### src/rtl/mult_div_seq.sv
// mult_div_seq: multicycle signed multiply / divide unit for the MIPS mult and div
// instructions. It runs one radix-2 iteration per clock over WIDTH cycles and writes the
// HI/LO pair that mfhi/mflo read.
module mult_div_seq #(
  parameter int WIDTH = 32
) (
  input  logic             clk,
  input  logic             reset,
  input  logic             start,
  input  logic             op,
  input  logic [WIDTH-1:0] a_in,
  input  logic [WIDTH-1:0] b_in,
  output logic             busy,
  output logic             done,
  output logic             div_zero,
  output logic [WIDTH-1:0] hi_out,
  output logic [WIDTH-1:0] lo_out
);

  localparam int CW = (WIDTH > 1) ? $clog2(WIDTH) : 1;

  typedef enum logic [1:0] {
    S_IDLE,
    S_RUN,
    S_DONE
  } state_t;

  state_t             state_q, state_d;
  logic [CW-1:0]      cnt_q, cnt_d;
  logic               op_q, op_d;
  logic               neg_res_q, neg_res_d;
  logic               neg_rem_q, neg_rem_d;
  logic               div_zero_q, div_zero_d;
  logic [WIDTH-1:0]   mcand_q, mcand_d;
  logic [2*WIDTH-1:0] prod_q, prod_d;
  logic [WIDTH-1:0]   hi_q, hi_d;
  logic [WIDTH-1:0]   lo_q, lo_d;

  // Iteration datapath and result-sign fixup.
  // For mult, prod holds {partial sum, remaining multiplier bits} and mcand is |A|.
  // For div, prod holds {partial remainder, dividend/quotient bits} and mcand is |B|.
  logic [WIDTH:0]     mult_sum;
  logic [2*WIDTH-1:0] mult_step;
  logic [WIDTH:0]     div_shifted;
  logic [WIDTH:0]     div_diff;
  logic [2*WIDTH-1:0] div_step;
  logic [2*WIDTH-1:0] mult_signed;
  logic [WIDTH-1:0]   div_quo;
  logic [WIDTH-1:0]   div_rem;
  logic               a_neg;
  logic               b_neg;
  logic [WIDTH-1:0]   a_mag;
  logic [WIDTH-1:0]   b_mag;

  // Compute one multiply step, one divide step and the absolute-value inputs every cycle;
  // the FSM below decides which of them to commit.
  always_comb begin
    mult_sum    = {1'b0, prod_q[2*WIDTH-1:WIDTH]} + (prod_q[0] ? {1'b0, mcand_q} : '0);
    mult_step   = {mult_sum, prod_q[WIDTH-1:1]};

    div_shifted = {prod_q[2*WIDTH-1:WIDTH], prod_q[WIDTH-1]};
    div_diff    = div_shifted - {1'b0, mcand_q};
    if (div_shifted >= {1'b0, mcand_q}) begin
      div_step = {div_diff[WIDTH-1:0], prod_q[WIDTH-2:0], 1'b1};
    end else begin
      div_step = {div_shifted[WIDTH-1:0], prod_q[WIDTH-2:0], 1'b0};
    end

    mult_signed = neg_res_q ? (~mult_step + 1'b1) : mult_step;
    div_quo     = neg_res_q ? (~div_step[WIDTH-1:0] + 1'b1) : div_step[WIDTH-1:0];
    div_rem     = neg_rem_q ? (~div_step[2*WIDTH-1:WIDTH] + 1'b1)
                            : div_step[2*WIDTH-1:WIDTH];

    a_neg = a_in[WIDTH-1];
    b_neg = b_in[WIDTH-1];
    a_mag = a_neg ? (~a_in + 1'b1) : a_in;
    b_mag = b_neg ? (~b_in + 1'b1) : b_in;
  end

  // Next-state logic: accept a request in IDLE, iterate in RUN, pulse done in DONE.
  always_comb begin
    state_d    = state_q;
    cnt_d      = cnt_q;
    op_d       = op_q;
    neg_res_d  = neg_res_q;
    neg_rem_d  = neg_rem_q;
    div_zero_d = div_zero_q;
    mcand_d    = mcand_q;
    prod_d     = prod_q;
    hi_d       = hi_q;
    lo_d       = lo_q;

    case (state_q)
      S_IDLE: begin
        if (start) begin
          op_d       = op;
          cnt_d      = '0;
          div_zero_d = 1'b0;
          neg_res_d  = a_neg ^ b_neg;
          neg_rem_d  = a_neg;
          if (op) begin
            mcand_d = b_mag;
            prod_d  = {{WIDTH{1'b0}}, a_mag};
          end else begin
            mcand_d = a_mag;
            prod_d  = {{WIDTH{1'b0}}, b_mag};
          end
          if (op && (b_in == '0)) begin
            div_zero_d = 1'b1;
            state_d    = S_DONE;
          end else begin
            state_d = S_RUN;
          end
        end
      end
      S_RUN: begin
        cnt_d  = cnt_q + 1'b1;
        prod_d = op_q ? div_step : mult_step;
        if (cnt_q == CW'(WIDTH - 1)) begin
          state_d = S_DONE;
          if (op_q) begin
            hi_d = div_rem;
            lo_d = div_quo;
          end else begin
            hi_d = mult_signed[2*WIDTH-1:WIDTH];
            lo_d = mult_signed[WIDTH-1:0];
          end
        end
      end
      S_DONE: begin
        state_d = S_IDLE;
      end
      default: begin
        state_d = S_IDLE;
      end
    endcase
  end

  // State and datapath registers with synchronous active-low reset.
  always_ff @(posedge clk) begin
    if (!reset) begin
      state_q    <= S_IDLE;
      cnt_q      <= '0;
      op_q       <= 1'b0;
      neg_res_q  <= 1'b0;
      neg_rem_q  <= 1'b0;
      div_zero_q <= 1'b0;
      mcand_q    <= '0;
      prod_q     <= '0;
      hi_q       <= '0;
      lo_q       <= '0;
    end else begin
      state_q    <= state_d;
      cnt_q      <= cnt_d;
      op_q       <= op_d;
      neg_res_q  <= neg_res_d;
      neg_rem_q  <= neg_rem_d;
      div_zero_q <= div_zero_d;
      mcand_q    <= mcand_d;
      prod_q     <= prod_d;
      hi_q       <= hi_d;
      lo_q       <= lo_d;
    end
  end

  assign busy     = (state_q == S_RUN);
  assign done     = (state_q == S_DONE);
  assign div_zero = div_zero_q & (state_q == S_DONE);
  assign hi_out   = hi_q;
  assign lo_out   = lo_q;

endmodule

### config.mk
export PLATFORM = sky130hd
export DESIGN_NAME = mult_div_seq
export DESIGN_NICKNAME = d
export VERILOG_FILES = /design/src/rtl/mult_div_seq.sv
export SDC_FILE = /design/constraint.sdc
export NUM_CORES = 1
export LEC_CHECK = 0
export ABC_CLOCK_PERIOD_IN_PS = 11400
export BUFFER_PORTS_ARGS = -buffer_cell sky130_fd_sc_hd__buf_2
export CORE_UTILIZATION = 30
export CTS_CLUSTER_DIAMETER = 150
export DETAILED_ROUTE_END_ITERATION = 8
export MAX_ROUTING_LAYER = met4
export PLACE_DENSITY = 0.52
export SYNTH_ARGS = -nofsm -noshare
export SYNTH_HDL_FRONTEND = slang
export SYNTH_SLANG_ARGS = --single-unit
### constraint.sdc
create_clock -name clk -period 11.4 [get_ports clk]
set_input_delay 1.71 -clock clk [delete_from_list [all_inputs] [get_ports clk]]
set_output_delay 1.71 -clock clk [all_outputs]
set_load 0.02 [all_outputs]
==> flow_metrics.py <==
metrics = {
    "run_status": {
        "status": "finished, final reports clean",
    },
    "worst_setup_path": {
        "max_stage_delay_ns": 0.78,
        "critical_path.max_fanout": 45,
        "endpoint_kind": "flop",
        "required_ns": 11.78,
        "crit_slowest_cell": "nor4b_1",
        "worstPathArrival_ns": 6.43,
        "criticalPathCategory": "reg2reg",
        "path_delay_family": "simple AND/OR/NAND/NOR gates",
        "critPathLaunchType": "flop",
        "crit_buf_inv": 2,
        "path_cells": "inv_1 -> ha_1 -> nand4_1 -> nor3_1 -> o2111ai_1 -> nand3_2 -> buf_4 -> mux2i_1 -> ha_1 -> nand3b_1 -> mux2_2 -> nor4b_4 -> nand4_1 -> nor4b_1 -> mux2i_1 -> nand3_1",
    },
    "floorplan": {
        "core_area_sq_mm": 0.0555,
        "fp.dieW_microns": 240,
        "start_util_pct": 30.6,
        "die_h_microns": 240,
        "ios": 135,
        "die_area_sq_mm": 0.0577,
        "rows": 86,
    },
    "sta": {
        "final_max_slew_viol_count": 0,
        "setup_viol": 0,
        "skew_ns": 0.0179,
        "slew_headroom_pct": 25.2,
        "fmax_mhz": 165,
        "min_period_ns": 6.06,
        "rsz0062_at_grt": "false",
        "post-route-period-util_pct": 53.1,
        "worst_pin_slew_ns": 1.09,
        "hold_viol_final": 0,
        "fin_tns_setup_ns": 0,
    },
    "synthesis": {
        "syn_inst": 2415,
        "syn_area_sq_mm": 0.0170,
        "syn_area_per_cell_sq_um": 7.04,
        "syn-num-nets": 2556,
        "async_flop_share_pct": 0,
        "synth_seq_area_share_pct": 20.1,
        "yosysWarnings": 0,
        "synth_seq_cells": 171,
        "synth_edf_count": 0,
        "synth-main-ff-cell": "dfxtp_1",
        "synth.distinct_cells": 88,
    },
    "placement": {
        "gp_congestion": 0.976,
        "dp.cells": 3136,
        "hpwl_mm": 55.3,
        "port_buffers": 134,
    },
    "power": {
        "power_mw": 2.13,
        "p_leak_nw": 7.37,
        "power_density_mw_per_mm2": 114,
        "vdd.ir_drop.worst_v": 0.000130,
    },
    "cts": {
        "cts_tree": "built",
        "clk-insertion-delay-late_ns": 0.50,
        "ctsResizeCount": 0,
        "clk_path_buf_depth": 2,
        "cts_max_level": 4,
        "cts_made_buffers": 17,
        "post_cts_buffers": 0,
        "path_clk_slew_ns": 0.07,
        "ctsHoldBuffers": 0,
        "clock_sinks": 171,
        "clk_root_buffer_cell": "clkbuf_16",
    },
    "finish": {
        "drive_above_1_share_pct": 10.4,
        "syn_to_final_growth_pct": 9.86,
        "seqCellArea_sq_mm": 0.00343,
        "utilization_pct": 33.7,
        "nFillCells": 6079,
        "antennaDiodeCount": 0,
        "multi_input_area_sq_mm": 0.0126,
        "post_layout_nonfiller_instances": 3167,
        "nets": 2548,
    },
    "global_routing": {
        "overflow": 0,
        "track_usage_pct": 25.4,
        "grt_pass1_wl_mm": 108,
        "grt_pass1_vias": 17200,
        "grt_start_max_net_pins": 89,
        "antenna_found_initial": 0,
    },
    "route": {
        "vias_per_cell": 5.85,
        "drt-wirelength-per-cell_microns": 22.5,
        "postRouteAntennaNets": 0,
        "drc": 0,
        "wl_mm": 71.3,
        "firstDrtPassIters": 6,
        "vias": 18500,
        "drtIter0Drc": 1665,
    },
    "worst_hold_path": {
        "min_path_type": "reg2reg",
    },
    "flow_run": {
        "maxCapViolations": 0,
    },
}
==> synth_stat cells, drive strengths merged (25+ instances only) <==
cell	instances	share of area, %
nand2	296	6.5
nor2	260	5.8
a21oi	225	6.6
dfxtp	171	20
clkbuf	148	3.3
o21ai	143	4.2
xnor2	109	5.6
ha	71	5.2
xor2	71	3.7
mux2i	66	3.9
inv	65	1.4
o211ai	63	2.8
a211oi	60	2.7
nor3	59	1.8
nand3	48	1.4
a21o	39	1.7
buf	39	1.1
o31ai	39	1.7
or3	30	1.2
a22oi	25	1.1
==> cells in the final DEF, fill, tap and decap left out, types with 39 or more instances in the layout <==
master    synthesis  layout
a211oi_1         59      59
a21o_1           39      39
a21oi_1         225     225
buf_2            14     134
dfxtp_1         171     169
ha_1             71      71
inv_1            64      62
mux2i_1          66      66
nand2_1         296     295
nand3_1          47      47
nor2_1          258     257
nor3_1           57      57
o211ai_1         63      63
o21ai_0         140     140
o31ai_1          39      39
xnor2_1         109     109
xor2_1           71      71
==> final timing paths <==
check | from | slack, ns | end | cells past startpoint
worst min register to register | lo_out[4]$_SDFFE_PN0P_ | 0.45 | lo_out[4]$_SDFFE_PN0P_ | 2
worst max-delay path | mcand_q[15]$_SDFFE_PN0P_ | 5.34 | hi_out[30]$_SDFFE_PN0P_ | 16
worst max register to register | mcand_q[15]$_SDFFE_PN0P_ | 5.34 | hi_out[30]$_SDFFE_PN0P_ | 16
worst min-delay path | lo_out[4]$_SDFFE_PN0P_ | 0.45 | lo_out[4]$_SDFFE_PN0P_ | 2
==> state kept, by name, indices dropped and copies added (netlist names) <==
signal,flops
hi_out,32
op_q,1
cnt_q,5
lo_out,32
prod_q,64
div_zero_q,1
neg_rem_q,1
mcand_q,32
neg_res_q,1
state_q,2
==> area by class of cell <==
cell class              instances  area share [%]
clock buffers                  21            2.52
clock inverters                10           0.623
inverters                      66            1.34
multi-input cells            1991            67.5
flip-flops and latches        171            18.3
well taps                     748            5.01
repair buffers                160            4.63
==> worst min-delay path, cell delays in order (launching register included) <==
cell and delay [ns]:
dfxtp_1 0.31, nand2_1 0.05, a21oi_1 0.05
==> cell families (layout without fill, tap and decap cells) <==
logic type / after synthesis / after routing / synth area share [%]
AO/OA/AOI/OAI: 779 / 779 / 30.1
XOR/XNOR: 180 / 180 / 9.27
adder cells (fa/ha/maj): 73 / 73 / 5.46
buffers and inverters: 253 / 257 / 5.80
flip-flops: 171 / 171 / 20.1
multiplexers: 74 / 74 / 4.41
AND/OR/NAND/NOR: 885 / 885 / 24.8
==> metal layers <==
metal	share of wire, %	routed length (microns)	global-route usage, %	up-vias
li1	-	-	-	8781
met1	48	34100	35.1	9004
met2	45	31800	38.6	668
met3	5.2	3680	2.92	88
met4	2.3	1670	7.18	0
met5	0	0	-	-
==> power by group <==
group / leakage (nW) / internal (mW) / total [mW] / switching (mW)
clock: 0.284 / 0.339 / 0.617 / 0.278
sequential: 1.39 / 0.625 / 0.679 / 0.0544
combinational: 5.70 / 0.279 / 0.831 / 0.552
==> stage by stage <==
stage          setup slack [ns]  hold WS (ns)  cell area (sq um)
4_1_cts                    5.46         0.453              18700
3_3_place_gp               5.36         0.437              18100
3_5_place_dp               5.49         0.445              18100
5_1_grt                    4.99         0.471              18700
2_1_floorplan              6.51         0.432              17000
6_report                   5.34         0.449              18700
(Power assumes the default switching activity.)
